**config.mk**
```make
export PLATFORM = sky130hd
export DESIGN_NAME = fifo_read_framer
export DESIGN_NICKNAME = d
export VERILOG_FILES = /design/src/rtl/async_fifo_pkg.sv /design/src/rtl/stream_buf2.sv /design/src/rtl/fifo_read_framer.sv
export SDC_FILE = /design/constraint.sdc
export NUM_CORES = 1
export LEC_CHECK = 0
export ABC_AREA = 1
export BUFFER_PORTS_ARGS = -buffer_cell sky130_fd_sc_hd__buf_2
export CORE_ASPECT_RATIO = 2
export CORE_UTILIZATION = 25
export DETAILED_ROUTE_END_ITERATION = 16
export PLACE_DENSITY_LB_ADDON = 0.08
export SYNTH_ARGS = -nofsm -noshare
export SYNTH_HDL_FRONTEND = slang
export SYNTH_SLANG_ARGS = --single-unit
```
**constraint.sdc**
```tcl
create_clock -name clk -period 3.3 [get_ports clk]
set_input_delay 0.165 -clock clk [delete_from_list [all_inputs] [get_ports clk]]
set_output_delay 0.165 -clock clk [all_outputs]
set_load 0.03 [all_outputs]
```
**src/rtl/async_fifo_pkg.sv**
```systemverilog
// Shared constants and the occupancy encoding for the FIFO read-side framer.
// The occupancy step helper keeps the 2-entry buffer's bookkeeping in one place.
package async_fifo_pkg;

  localparam int DEFAULT_BITS    = 32;
  localparam int DEFAULT_PKT_LEN = 4;

  typedef enum logic [1:0] {
    EMPTY = 2'd0,
    ONE   = 2'd1,
    TWO   = 2'd2
  } occ_t;

  // A simultaneous write and read leaves the occupancy where it was.
  function automatic occ_t occ_step(occ_t occ, logic inc, logic dec);
    occ_t nxt;
    nxt = occ;
    if (inc && !dec) begin
      nxt = (occ == EMPTY) ? ONE : TWO;
    end else if (dec && !inc) begin
      nxt = (occ == TWO) ? ONE : EMPTY;
    end
    return nxt;
  endfunction

endpackage

```
**src/rtl/stream_buf2.sv**
```systemverilog
// Two-entry circular skid buffer: registered head output, write at tail.
// Overflow and underflow are treated as design errors and asserted against.
module stream_buf2
  import async_fifo_pkg::*;
#(
  parameter int BITS = DEFAULT_BITS
) (
  input  logic            clk,
  input  logic            rst,
  input  logic            wr,
  input  logic [BITS-1:0] wr_data,
  input  logic            rd,
  output logic [BITS-1:0] rd_data,
  output occ_t            occ
);

  logic [BITS-1:0] mem [2];
  logic            head;
  logic            tail;

  always_ff @(posedge clk) begin
    if (rst) begin
      occ  <= EMPTY;
      head <= 1'b0;
      tail <= 1'b0;
    end else begin
      occ <= occ_step(occ, wr, rd);
      if (wr) tail <= ~tail;
      if (rd) head <= ~head;
    end
  end

  // Storage needs no reset: the head is only exposed while occupancy is non-zero.
  always_ff @(posedge clk) begin
    if (wr && !rst) mem[tail] <= wr_data;
  end

  assign rd_data = mem[head];

  overflow_chk: assert property (@(posedge clk) disable iff (rst)
    !(wr && !rd && occ == TWO));

  underflow_chk: assert property (@(posedge clk) disable iff (rst)
    !(rd && occ == EMPTY));

endmodule

```
**src/rtl/fifo_read_framer.sv**
```systemverilog
// Pops words from an async FIFO read port into a 2-entry buffer and streams
// them out with a valid/ready handshake, marking packet ends and counting packets.
module fifo_read_framer
  import async_fifo_pkg::*;
#(
  parameter int BITS    = DEFAULT_BITS,
  parameter int PKT_LEN = DEFAULT_PKT_LEN
) (
  input  logic            clk,
  input  logic            rst,
  output logic            p_read_en,
  input  logic [BITS-1:0] p_read_data,
  input  logic            p_read_empty,
  output logic            p_out_valid,
  input  logic            p_out_ready,
  output logic [BITS-1:0] p_out_data,
  output logic            p_out_last,
  output logic [15:0]     p_pkt_count
);

  localparam logic [15:0] LAST_IDX = 16'(PKT_LEN - 1);

  occ_t            occ;
  logic [BITS-1:0] head_data;
  logic            inflight;
  logic            rst_q;
  logic            pop_out;
  logic [15:0]     word_cnt;
  logic [2:0]      fill;

  stream_buf2 #(.BITS(BITS)) u_buf (
    .clk     (clk),
    .rst     (rst),
    .wr      (inflight),
    .wr_data (p_read_data),
    .rd      (pop_out),
    .rd_data (head_data),
    .occ     (occ)
  );

  // Pop only if the word it brings is guaranteed a slot once it lands.
  always_comb begin
    p_out_valid = !rst && (occ != EMPTY);
    pop_out     = p_out_valid && p_out_ready;
    p_out_last  = p_out_valid && (word_cnt == LAST_IDX);
    p_out_data  = p_out_valid ? head_data : '0;
    fill        = {1'b0, occ} + {2'b00, inflight} - {2'b00, pop_out};
    p_read_en   = !rst && !rst_q && !p_read_empty && (fill < 3'd2);
  end

  always_ff @(posedge clk) begin
    rst_q <= rst;
  end

  always_ff @(posedge clk) begin
    if (rst) begin
      inflight    <= 1'b0;
      word_cnt    <= '0;
      p_pkt_count <= '0;
    end else begin
      inflight <= p_read_en;
      if (pop_out) begin
        word_cnt <= p_out_last ? 16'd0 : word_cnt + 16'd1;
        if (p_out_last) p_pkt_count <= p_pkt_count + 16'd1;
      end
    end
  end

endmodule

```
==> summary.md, run 1 <==
| Metric | Value |
|---|---|
| RR Startpoint | u_buf.occ[1]$_SDFFE_PP0P_ |
| Largest family of logic cells by synthesized area | simple AND/OR/NAND/NOR gates |
| Post-CTS Setup Repair Bufs | 0 |
| Asr flop ratio synth | 0% |
| DR DRC count | 0 |
| Most frequent cells in the layout | nand2_1, buf_2, edfxtp_1, inv_1, nor2_1 |
| Area share of and/or/nand/nor cells after synthesis | 21.54% |
| Fill cells | about 1900 |
| CP max stage delay | ~480 ps |
| Ports | 87 |
| Final hold violation count | 0 |
| Antenna Nets Post-Route | 0 |
| Post-synthesis mux area share | approximately 7.6% |
| Worst Path Buf+Inv | 2 |
| Status | complete, no violations |
| Routed WL | 11.74 mm |
| CP Launch Point | u_buf.occ[1]$_SDFFE_PP0P_ |
| Total grt overflow | 0 |
| CP cell instances | nor2_2, nor2_8, nand2_4, inv_2, ha_1, or2_2, fa_1, nand2_1, nor4_1, buf_2 |
| Synthesis-stage register bit count | between 100 and 150 |
| N_diodes | 0 |
| Commonest non-fill, non-tap cell in the layout | nand2_1 |
| Startpoint types | register |
| Cell taking the most area after synthesis | edfxtp_1 |
| Routability cong. | 0.7596 |
| Hold/Removal Path Class | in2reg |
| Cell family with most CP delay | simple AND/OR/NAND/NOR gates |
| Clock Latency Late Sink | between 300 and 400 ps |
| Req. time, crit path | around 3100 ps |
| Synth-to-layout area growth | 27.19% |
| Worst IR Drop VDD | ~0.21 mV |
| Final setup fails | 0 |
| Overall power | approximately 0.0029 W |
| Synth area leaders | edfxtp_1, dfxtp_1, nand2_1 |
| Horiz. Die Dim | around 99 µm |
| Avg WL per Cell | approximately 14 µm |
| Slowest cell on the critical path | fa_1 |
| Max FO, Critical Path | 9 |
| Synth warn | 0 |
| Post-DP HPWL | 8.214 mm |
| Site row count | 70 |
| Die span in y | ~200 µm |
| Clock Sinks | about 100 |
| Final Cycle Share | between 90% and 100% |
| Vias/cell | 4.411 |
| CP endpoint kind | output pin |
| Max_cap viols | 0 |
| WS Path Type | reg2out |
| Syn_nets | between 500 and 600 |
| GRT Util Overall | 12.82% |
| Main synth FF type | edfxtp_1 |
| Root Buffer Master | clkbuf_16 |
| CTS tree | yes |
| Crit path time final | 2971 ps |
| Largest net degree at the start of global routing | between 40 and 50 |
| Initial antenna violation count | 0 |
| Detailed Routing Iterations Pass 1 | 6 |
| Syn Area/Cell | roughly 9.5 µm² |
| Clock Path Buffers | 2 |
| Layout cells sized above 1 | around 23% |
| First-pass GRT wire length | around 19 mm |
| DRT iter0 DRCs | 132 |
| Worst slew pin tran | between 700 and 800 ps |
| XOR/XNOR Fraction of Synth Area | between 2 and 3% |
| Number of global-route vias before repair | around 3800 |
| Die area | roughly 20000 µm² |
| Final Max Slew Viols | 0 |
| CTS buffer count | 9 |
| Slew margin rel. | about 52% |
| Fmax | 0.3366 GHz |
| Syn Inst Count | roughly 500 |
| Layout net count | 657 |
| Initial Util | between 20% and 30% |
| Sum Neg Setup Slack | 0 ps |
| RSZ-0062 raised after global routing | no |
| Post-synthesis cell area | 4740 µm² |
| Pre-CTS setup slack | around 710 ps |
| Htree depth | 3 |
| CP arrival | between 2000 and 3000 ps |
| Synth cell types | 32 |
| Clk slew on worst S/H paths | 70 ps |
| Core ar. | around 18000 µm² |
| Register area share after synthesis | about 57% |
| Post-synthesis adder-cell area fraction | under 10% |
| HP Start | p_read_data[1] |
| Area fraction of the dominant cell type after synthesis | approximately two fifths |
| Via Count | ~3700 |
| Post-synth EDFFs | 64 |
| Compound-Gate Fraction of Synth Area | roughly 3.7% |
| Clock Skew | between 8 and 9 ps |
| Number of I/O port buffers | 86 |
| Pwr Density | between 400 and 500 nW/µm² |
| Fin worst setup slack | around 330 ps |
| Leak | around 2.5 nW |
[path summary, 6_finish.rpt]
kind                                                   to  slack, ps  depth (start not counted)
worst min-delay path            u_buf.mem[1][1]$_DFFE_PP_         20                          1
worst max register to register        inflight$_SDFF_PP0_        990                          9
worst max-delay path                            p_read_en        330                         10
worst min register to register        inflight$_SDFF_PP0_        440                          1
[final cells by class]
type                    count  area, µm²  area share, %
flip-flops and latches    103       2703          44.83
multi-input cells         322       1764          29.27
repair buffers            122      770.7          12.79
well taps                 216      270.3          4.483
clock buffers               9      225.2          3.736
inverters                  58      217.7          3.611
clock inverters             7      77.57          1.287
[per-layer routing]
layer | wire [µm] | vias up | global-route usage [%]
met1 | 4372 | 1747 | 12.03
met2 | 6691 | 70 | 25.90
met4 | 282 | 0 | 6.046
li1 | - | 1863 | -
met3 | 392 | 12 | 2.163
met5 | 0 | - | 0
[stage by stage]
step	instances	hold WS, ps	utilization, %	cell area [µm²]
2_1_floorplan	498	192.7	-	4740
3_3_place_gp	793	353.2	29.61	5445
3_5_place_dp	793	353.5	29.61	5445
4_1_cts	837	2.000	32.78	6028
5_1_grt	837	2.799	32.78	6028
6_report	837	16.36	32.78	6028
[power breakdown]
group / leakage [nW] / switching, W / total, W / internal [W]
Combinational: 1.49 / 0.000223 / 0.000352 / 0.000129
Sequential: 0.892 / 0.0000114 / 0.00140 / 0.00139
Clock: 0.152 / 0.000503 / 0.00110 / 0.000599
Total: 2.53 / 0.000738 / 0.00286 / 0.00212
[registers in the layout, indices dropped and copies added (netlist names), named ones only]
signal	flops
word_cnt	16
u_buf.mem	64
rst_q	1
inflight	1
u_buf.tail	1
p_pkt_count	16
u_buf.head	1
u_buf.occ	2
[synthesized netlist by cell type (6+ instances only)]
master and instances:
inv_1 57, mux2_2 22, xor2_1 9, nor2_1 53, dfxtp_1 39, mux2_1 10
nand2_1 135, buf_2 6, edfxtp_1 64, nand4_1 13, a21oi_1 25, nand3_1 19
[cell families after synthesis]
family,after synthesis
AND/OR/NAND/NOR,238
flip-flops,103
buffers and inverters,73
AO/OA/AOI/OAI,33
multiplexers,32
XOR/XNOR,14
adder cells (fa/ha/maj),5
[repair_timing]
action	4_1_cts	5_1_grt
hold buffers	28	0
endpoints found under the hold margin	54	0
gates resized for setup	0	0
(Power assumes the default switching activity.)
==> run 2: changes to the inputs <==
Settings changed: SYNTH_HIERARCHICAL from default to 1.
Clock period 3.3 ns to 2.4 ns, I/O delays scaled along.
==> run 2 against run 1 <==
Compared with the run above: the run now ends with setup timing left; routed wire length increased by 8.1%; first-iteration DRC count decreased by 20%; sequential cell count is the same; core utilization is 0.37 points higher; setup slack got worse by 340 ps; register-to-register slack worse by 890 ps; sequential power grew 36%; non-clock buffer count increased by 21; synthesized cell count grew 15%; power is 27% higher; worst hold slack better by 120 ps; clock skew is 1.5 ps lower; critical endpoint unchanged.
==> summary.md, run 2 <==
| Metric | Value |
|---|---|
| Slowest cell on the critical path | fa_1 (unchanged) |
| Detailed Routing Iterations Pass 1 | 5 (was 6) |
| Final Cycle Share | 100.6% |
| Hold EP | inflight$_SDFF_PP0_ (was u_buf.mem[1][1]$_DFFE_PP_) |
| M1 WL | 4.951 mm (was 4.372 mm) |
| Compound-Gate Fraction of Synth Area | 9.470% (was 3.749%) |
| Final hold violation count | 0 (unchanged) |
| Power share of the clock group | 40.5% (was 38.6%) |
| Commonest non-fill, non-tap cell in the layout | nand2_1 (unchanged) |
| CP cell instances | o21ai_4, inv_4, nand2_2, inv_2, ha_4, inv_2, nand2_2, fa_1, nand2_2, nor4_4, buf_4 (was nor2_2, nor2_8, nand2_4, inv_2, ha_1, or2_2, fa_1, nand2_1, nor4_1, buf_2) |
| Net Sw Power | 0.0008115 W (was 0.0007378 W) |
| Post-synth EDFFs | 64 (unchanged) |
| Routed WL | 12.68 mm (was 11.74 mm) |
| DRT iter0 DRCs | 105 (was 132) |
| R2r setup slk | 100 ps (was 990 ps) |
| WS Path Type | reg2out (unchanged) |
| Post-synthesis cell area | 5100 µm² (was 4740 µm²) |
| Clock Skew | 7.407 ps (was 8.906 ps) |
| Synth-to-layout area growth | 29.42% (was 27.19%) |
| Largest regs | u_buf/mem x64, p_pkt_count x16, word_cnt x16 (was u_buf.mem x64, p_pkt_count x16, word_cnt x16) |
| Comb pwr share | 7.1% (was 12.3%) |
| Int Pwr | 0.002824 W (was 0.002120 W) |
| Avg WL per Cell | 12.99 µm (was 14.02 µm) |
| GRT Util Overall | 12.70% (was 12.82%) |
| Fin worst setup slack | -15.31 ps (was 329.5 ps) |
| Hold/Removal Path Class | in2reg (unchanged) |
| CTS tree | yes (unchanged) |
| Post-DP HPWL | 8.794 mm (was 8.214 mm) |
| Sw frac | 22.32% (was 25.82%) |
| DR DRC count | 0 (unchanged) |
| Synth cell types | 37 (was 32) |
| Clk slew on worst S/H paths | 70 ps (about the same) |
| Number of I/O port buffers | 86 (unchanged) |
| Cell family with most CP delay | adder cells (was simple AND/OR/NAND/NOR gates) |
| Sequential power share | 52.4% (was 49.1%) |
| Register area share after synthesis | 52.99% (was 57.02%) |
| Final core occ | 33.15% (was 32.78%) |
| Pwr Density | 550.8 nW/µm² (was 474.0 nW/µm²) |
| CP max stage delay | 500 ps (was 480 ps) |
| Req. time, crit path | 2280 ps (was 3130 ps) |
| Layout net count | 750 (was 657) |
| Most frequent cell after synthesis | nand2_1 (unchanged) |
| First-pass GRT wire length | 20.02 mm (was 19.17 mm) |
| N_diodes | 0 (unchanged) |
| Layout cells sized above 1 | 27.73% (was 23.19%) |
| Synthesis-stage register bit count | 103 (unchanged) |
| Largest net degree at the start of global routing | 65 (was 43) |
| Crit path time final | approximately 2400 ps |
| RSZ-0062 raised after global routing | yes (was no) |
| Post-synthesis mux area share | 0% (was 7.603%) |
| Max FO, Critical Path | 2 (was 9) |
| CP arrival | 2300 ps (was 2810 ps) |
| Slew margin rel. | 62.12% (was 52.38%) |
| Synth cell count leaders | nand2_1, inv_1, nor2_1, edfxtp_1, dfxtp_1 (was nand2_1, edfxtp_1, inv_1, nor2_1, dfxtp_1) |
| XOR/XNOR Fraction of Synth Area | 2.233% (was 2.587%) |
| Met2 routed WL | 7.022 mm (was 6.691 mm) |
| HP Start | rst (was p_read_data[1]) |
| Leak | 2.742 nW (was 2.531 nW) |
| Via Count | 4112 (was 3692) |
| Initial antenna violation count | 0 (unchanged) |
| Cell taking the most area after synthesis | edfxtp_1 (unchanged) |
| Horiz. Die Dim | 103.0 µm (was 99.36 µm) |
| Largest Register | u_buf/mem (was u_buf.mem) |
| Syn Area/Cell | 8.900 µm² (was 9.517 µm²) |
| Vias/cell | 4.213 (was 4.411) |
| Clock Latency Late Sink | 350 ps (about the same) |
| Routed met3 length | 361 µm (was 392 µm) |
| Die span in y | 204.0 µm (was 196.7 µm) |
| Routability cong. | 0.8229 (was 0.7596) |
| Reg2reg end | p_pkt_count[9]$_SDFFE_PP0P_ (was inflight$_SDFF_PP0_) |
| CTS buffer count | 9 (unchanged) |
| Clock Sinks | 103 (unchanged) |
| Post-synthesis adder-cell area fraction | 1.374% (was 1.478%) |
| Worst slew pin tran | 568.2 ps (was 712.6 ps) |
| Most used cell, CP | nand2_2 |
| Max reg flops | 64 (unchanged) |
| Initial Util | 25.61% (was 25.77%) |
| R2r worst-path depth | 16 (was 9) |
| Main synth FF type | edfxtp_1 (unchanged) |
| Final setup fails | 1 (was 0) |
| Area fraction of the dominant cell type after synthesis | 37.68% (was 40.55%) |
| Final Max Slew Viols | 0 (unchanged) |
| Overall power | 0.003636 W (was 0.002857 W) |
| CP endpoint kind | output pin (unchanged) |
| Max_cap viols | 0 (unchanged) |
| Most frequent cells in the layout | nand2_1, inv_1, buf_2, nor2_1, edfxtp_1 (was nand2_1, buf_2, edfxtp_1, inv_1, nor2_1) |
| Top layer in use | met4 (unchanged) |
| Die area | 21010 µm² (was 19550 µm²) |
| Fmax | between 0.4 and 0.5 GHz |
| Ports | 87 (unchanged) |
| Site row count | 73 (was 70) |
| Pre-CTS setup slack | 206.2 ps (was 711.2 ps) |
| Status | finished, violations left (was complete, no violations) |
| Root Buffer Master | clkbuf_16 (unchanged) |
| Worst Path Buf+Inv | 4 (was 2) |
| Worst IR Drop VDD | 0.2879 mV (was 0.2142 mV) |
| Synth area leaders | edfxtp_1, dfxtp_1, nand2_1 (unchanged) |
| Antenna Nets Post-Route | 0 (unchanged) |
| Area share of and/or/nand/nor cells after synthesis | 23.26% (was 21.54%) |
| Core ar. | 19910 µm² (was 18390 µm²) |
| Total grt overflow | 0 (unchanged) |
| Largest family of logic cells by synthesized area | simple AND/OR/NAND/NOR gates (unchanged) |
| Asr flop ratio synth | 0% (unchanged) |
| RR Startpoint | u_buf/occ[1]$_SDFFE_PP0P_ (was u_buf.occ[1]$_SDFFE_PP0P_) |
| Number of global-route vias before repair | 4124 (was 3806) |
| Clock Path Buffers | 2 (unchanged) |
| Failing checks | setup timing |
| WHS Path Cells | 4 (was 1) |
| Htree depth | 3 (unchanged) |
| Startpoint types | register (unchanged) |
| Synth warn | 6 (was 0) |
| Syn_nets | 614 (was 539) |
| Syn Inst Count | 573 (was 498) |
[run 2: changes by cell type in the layout (fill, tap and decap cells not counted), sizes merged, moves of 5 or more]
cell / delta
dlygate4sd3: +5
buf: +15
o21ai: +32
inv: +38
nor2: +28
mux2: -32
[run 2: what timing repair did]
action / in CTS / in global routing
hold endpoints to repair: 65 / 0
hold buffers: 33 / 0
endpoints found under the setup margin: 1 / 21
gates cloned: 0 / 1
buffers inserted: 13 / 4
gates resized for setup: 9 / 3
pin swaps: 7 / 5
[run 2: final cells by class]
type,instances,area [µm²]
fillers,2148,13310
flip-flops and latches,103,2709
multi-input cells,353,1911
repair buffers,143,985.9
inverters,99,375.4
well taps,262,327.8
clock buffers,12,236.5
clock inverters,4,55.05
[run 2: per-layer routing]
metal / track usage [%] / up-vias
met2: 24.67 / 83
met4: 5.734 / 0
li1: - / 2100
met5: 0 / -
met1: 12.59 / 1914
met3: 2.120 / 15
[run 2: worst max-delay path by stage]
stage,slack (ps),endpoint,cells past startpoint,startpoint
2_1_floorplan,-340,p_read_en,11,u_buf/occ[1]$_SDFFE_PP0P_
3_3_place_gp,240,p_read_en,11,u_buf/occ[0]$_SDFFE_PP0P_
3_5_place_dp,210,p_read_en,11,u_buf/occ[0]$_SDFFE_PP0P_
4_1_cts,-110,p_read_en,11,u_buf/occ[0]$_SDFFE_PP0P_
5_1_grt,-130,p_read_en,11,u_buf/occ[1]$_SDFFE_PP0P_
6_report,-20,p_read_en,11,u_buf/occ[1]$_SDFFE_PP0P_
[run 2: logic make-up (layout without fill, tap and decap cells)]
kind of cell / count (synthesis) / after routing
adders and majority gates: 5 / 5
DFF: 103 / 103
AOI/OAI and AO/OA: 63 / 63
xor gates and xnor gates: 13 / 13
buffers and inverters: 117 / 258
and+or+nand+nor: 272 / 272
[run 2: worst register-to-register path: stages (launching register included)]
cell	delay, ps
dfxtp_2	350
o21ai_4	80
inv_4	50
nand2_2	50
buf_4	130
buf_4	120
buf_4	130
buf_4	130
buf_4	120
buf_4	120
buf_4	120
buf_4	120
buf_4	180
nor2_8	170
buf_4	190
nand2_1	60
a21oi_1	110
[run 2: per-stage QoR]
stage	TNS (ps)	cells	cell area, µm²	hold slack (ps)
after global routing	-127.8	976	6600	157.1
after CTS	-316.4	973	6536	107.3
after global placement	0	911	5788	307.9
after detailed placement	0	911	5788	311.5
final	-15.31	976	6600	139.9
after floorplan	-340.4	573	5111	147.7
[run 2: power groups by stage]
stage	Sequential, W	Clock (W)	Combinational [W]
final	0.00190	0.00147	0.000258
after global routing	0.00191	0.00160	0.000288
after CTS	0.00190	0.00155	0.000261
after detailed placement	0.00194	0	0.000203
after global placement	0.00194	0	0.000200
after floorplan	0.00194	0	0.000132
==> run 3: changes to the inputs <==
Settings changed: MAX_ROUTING_LAYER from default to met4.
==> run 3 against run 2 <==
Compared with the run above: the flow still finishes with violations (setup timing); maximum frequency is essentially flat; global-route usage grew 0.37 points; register-to-register slack is essentially flat; via count shrank 0.51%; critical path depth is the same; clock power is essentially flat; sequential share of layout area is the same; worst hold slack lost 3.2 ps; clock skew shrank 1.0 ps; routed wire length shrank 0.11%; core utilization is the same; final cell count is the same; critical endpoint unchanged.
==> summary.md, run 3 (same netlist as run 2, synthesis figures left out) <==
| Metric | Value |
|---|---|
| Max reg flops | 64 (unchanged) |
| N_diodes | 0 (unchanged) |
| Clk slew on worst S/H paths | 70 ps (about the same) |
| Avg WL per Cell | 12.98 µm (was 12.99 µm) |
| Routed WL | 12.67 mm (was 12.68 mm) |
| WS Path Type | reg2out (unchanged) |
| Req. time, crit path | 2280 ps (about the same) |
| Final hold violation count | 0 (unchanged) |
| Area of the multi-input gates | 1911 µm² (unchanged) |
| Initial antenna violation count | 0 (unchanged) |
| Layout net count | 750 (unchanged) |
| Leak | 2.742 nW (unchanged) |
| CP endpoint kind | output pin (unchanged) |
| Commonest non-fill, non-tap cell in the layout | nand2_1 (unchanged) |
| Root Buffer Master | clkbuf_16 (unchanged) |
| DRT iter0 DRCs | 98 (was 105) |
| Synth-to-layout area growth | 29.42% (unchanged) |
| Initial Util | 25.61% (unchanged) |
| CTS tree | yes (unchanged) |
| Pwr Density | 551.6 nW/µm² (was 550.8 nW/µm²) |
| Worst IR Drop VDD | 0.2912 mV (was 0.2879 mV) |
| Final core occ | 33.15% (unchanged) |
| Int Pwr | 0.002824 W (about the same) |
| Clock Sinks | 103 (unchanged) |
| Startpoint types | register (unchanged) |
| Clock Skew | 6.407 ps (was 7.407 ps) |
| Fmax | 0.4141 GHz (was 0.4140 GHz) |
| Horiz. Die Dim | 103.0 µm (unchanged) |
| First-pass GRT wire length | 20.06 mm (was 20.02 mm) |
| Comb pwr share | 7.1% (about the same) |
| Net Sw Power | 0.0008166 W (was 0.0008115 W) |
| Largest net degree at the start of global routing | 65 (unchanged) |
| Die span in y | 204.0 µm (unchanged) |
| Largest regs | u_buf/mem x64, p_pkt_count x16, word_cnt x16 (unchanged) |
| Ports | 87 (unchanged) |
| Number of global-route vias before repair | 4119 (was 4124) |
| Worst Path Buf+Inv | 4 (unchanged) |
| Total grt overflow | 0 (unchanged) |
| CTS buffer count | 9 (unchanged) |
| DR DRC count | 0 (unchanged) |
| Failing checks | setup timing (unchanged) |
| CP arrival | 2290 ps (was 2300 ps) |
| CP max stage delay | 500 ps (about the same) |
| Detailed Routing Iterations Pass 1 | 4 (was 5) |
| Cell family with most CP delay | adder cells (unchanged) |
| Htree depth | 3 (unchanged) |
| Most frequent cells in the layout | nand2_1, inv_1, buf_2, nor2_1, edfxtp_1 (unchanged) |
| Largest Register | u_buf/mem (unchanged) |
| Pre-CTS setup slack | 206.2 ps (unchanged) |
| Fin worst setup slack | -14.93 ps (was -15.31 ps) |
| Antenna Nets Post-Route | 0 (unchanged) |
| Sw frac | 22.43% (was 22.32%) |
| Max_cap viols | 0 (unchanged) |
| Vias/cell | 4.192 (was 4.213) |
| Layout cells sized above 1 | 27.73% (unchanged) |
| Most used cell, CP | nand2_2 (unchanged) |
| Routability cong. | 0.8353 (was 0.8229) |
| Core ar. | 19910 µm² (unchanged) |
| Worst slew pin tran | 566.1 ps (was 568.2 ps) |
| Post-DP HPWL | 8.794 mm (unchanged) |
| Max FO, Critical Path | 2 (unchanged) |
| Number of I/O port buffers | 86 (unchanged) |
| Final setup fails | 1 (unchanged) |
| GRT Util Overall | 13.08% (was 12.70%) |
| Power share of the clock group | 40.6% (was 40.5%) |
| RSZ-0062 raised after global routing | yes (unchanged) |
| Status | finished, violations left (unchanged) |
| CP cell instances | o21ai_4, inv_4, nand2_2, inv_2, ha_4, inv_2, nand2_2, fa_1, nand2_2, nor4_4, buf_4 (unchanged) |
| Via Count | 4091 (was 4112) |
| Fill cells | 2148 (unchanged) |
| Die area | 21010 µm² (unchanged) |
| Hold/Removal Path Class | in2reg (unchanged) |
| Site row count | 73 (unchanged) |
| Sequential power share | 52.3% (was 52.4%) |
| Sequential cell area | 2709 µm² (unchanged) |
| Slew margin rel. | 62.26% (was 62.12%) |
| Crit path time final | 2415 ps (about the same) |
| Clock Latency Late Sink | 350 ps (about the same) |
| Clock Path Buffers | 2 (unchanged) |
| Final Cycle Share | 100.6% (about the same) |
| Slowest cell on the critical path | fa_1 (unchanged) |
| Final Max Slew Viols | 0 (unchanged) |
[run 3: cell counts in the layout (fill, tap and decap cells not counted)]
No cell type changed its count.
[run 3: layout make-up]
type,count,share of cell area [%]
timing repair buffer,143,14.94
sequential,103,41.04
inverter,99,5.687
tap,262,4.967
multi-input combinational,353,28.95
clock inverter,4,0.8341
clock buffer,12,3.583
[run 3: worst paths after layout]
path	slack [ps]	cells after the start	startpoint	endpoint
worst min register to register	470	2	u_buf/tail$_SDFFE_PP0P_	u_buf/tail$_SDFFE_PP0P_
worst min-delay path	140	4	rst	inflight$_SDFF_PP0_
worst max register to register	100	16	u_buf/occ[1]$_SDFFE_PP0P_	p_pkt_count[9]$_SDFFE_PP0P_
worst max-delay path	-10	11	u_buf/occ[1]$_SDFFE_PP0P_	p_read_en
[run 3: tightest hold or removal path: stages]
cell,delay [ps]
buf_2,100
clkinv_2,80
nand2_2,90
nor4_1,60
[run 3: metal layers]
metal	vias to the layer above	share of wire (%)	GRT usage [%]
met5	-	0	-
met4	0	2.7	5.734
met3	16	2.8	2.086
met2	76	55	24.79
met1	1904	39	12.55
li1	2095	-	-
[run 3: stage by stage]
stage	instance area (µm²)	setup TNS, ps	hold WS, ps	power, W	instances
final	6600	-14.93	136.7	0.003641	976
after global routing	6600	-127.8	157.1	0.003794	976
after CTS	6536	-316.4	107.3	0.003711	973
after detailed placement	5788	0	311.5	0.002148	911
after global placement	5788	0	307.9	0.002143	911
after floorplan	5111	-340.4	147.7	0.002076	573
[run 3: power groups by stage]
stage	Combinational (W)	Clock [W]	Sequential (W)
after floorplan	0.000132	0	0.00194
after global placement	0.000200	0	0.00194
after detailed placement	0.000203	0	0.00194
after CTS	0.000261	0.00155	0.00190
after global routing	0.000288	0.00160	0.00191
final	0.000258	0.00148	0.00190
[run 3: repair_timing]
| action | 4_1_cts | 5_1_grt |
|---|---|---|
| endpoints found under the hold margin | 65 | 0 |
| setup endpoints to repair | 1 | 21 |
| setup buffers | 13 | 4 |
| gates cloned | 0 | 1 |
| hold buffers | 33 | 0 |
| gates resized for setup | 9 | 3 |
| pin swaps | 7 | 5 |
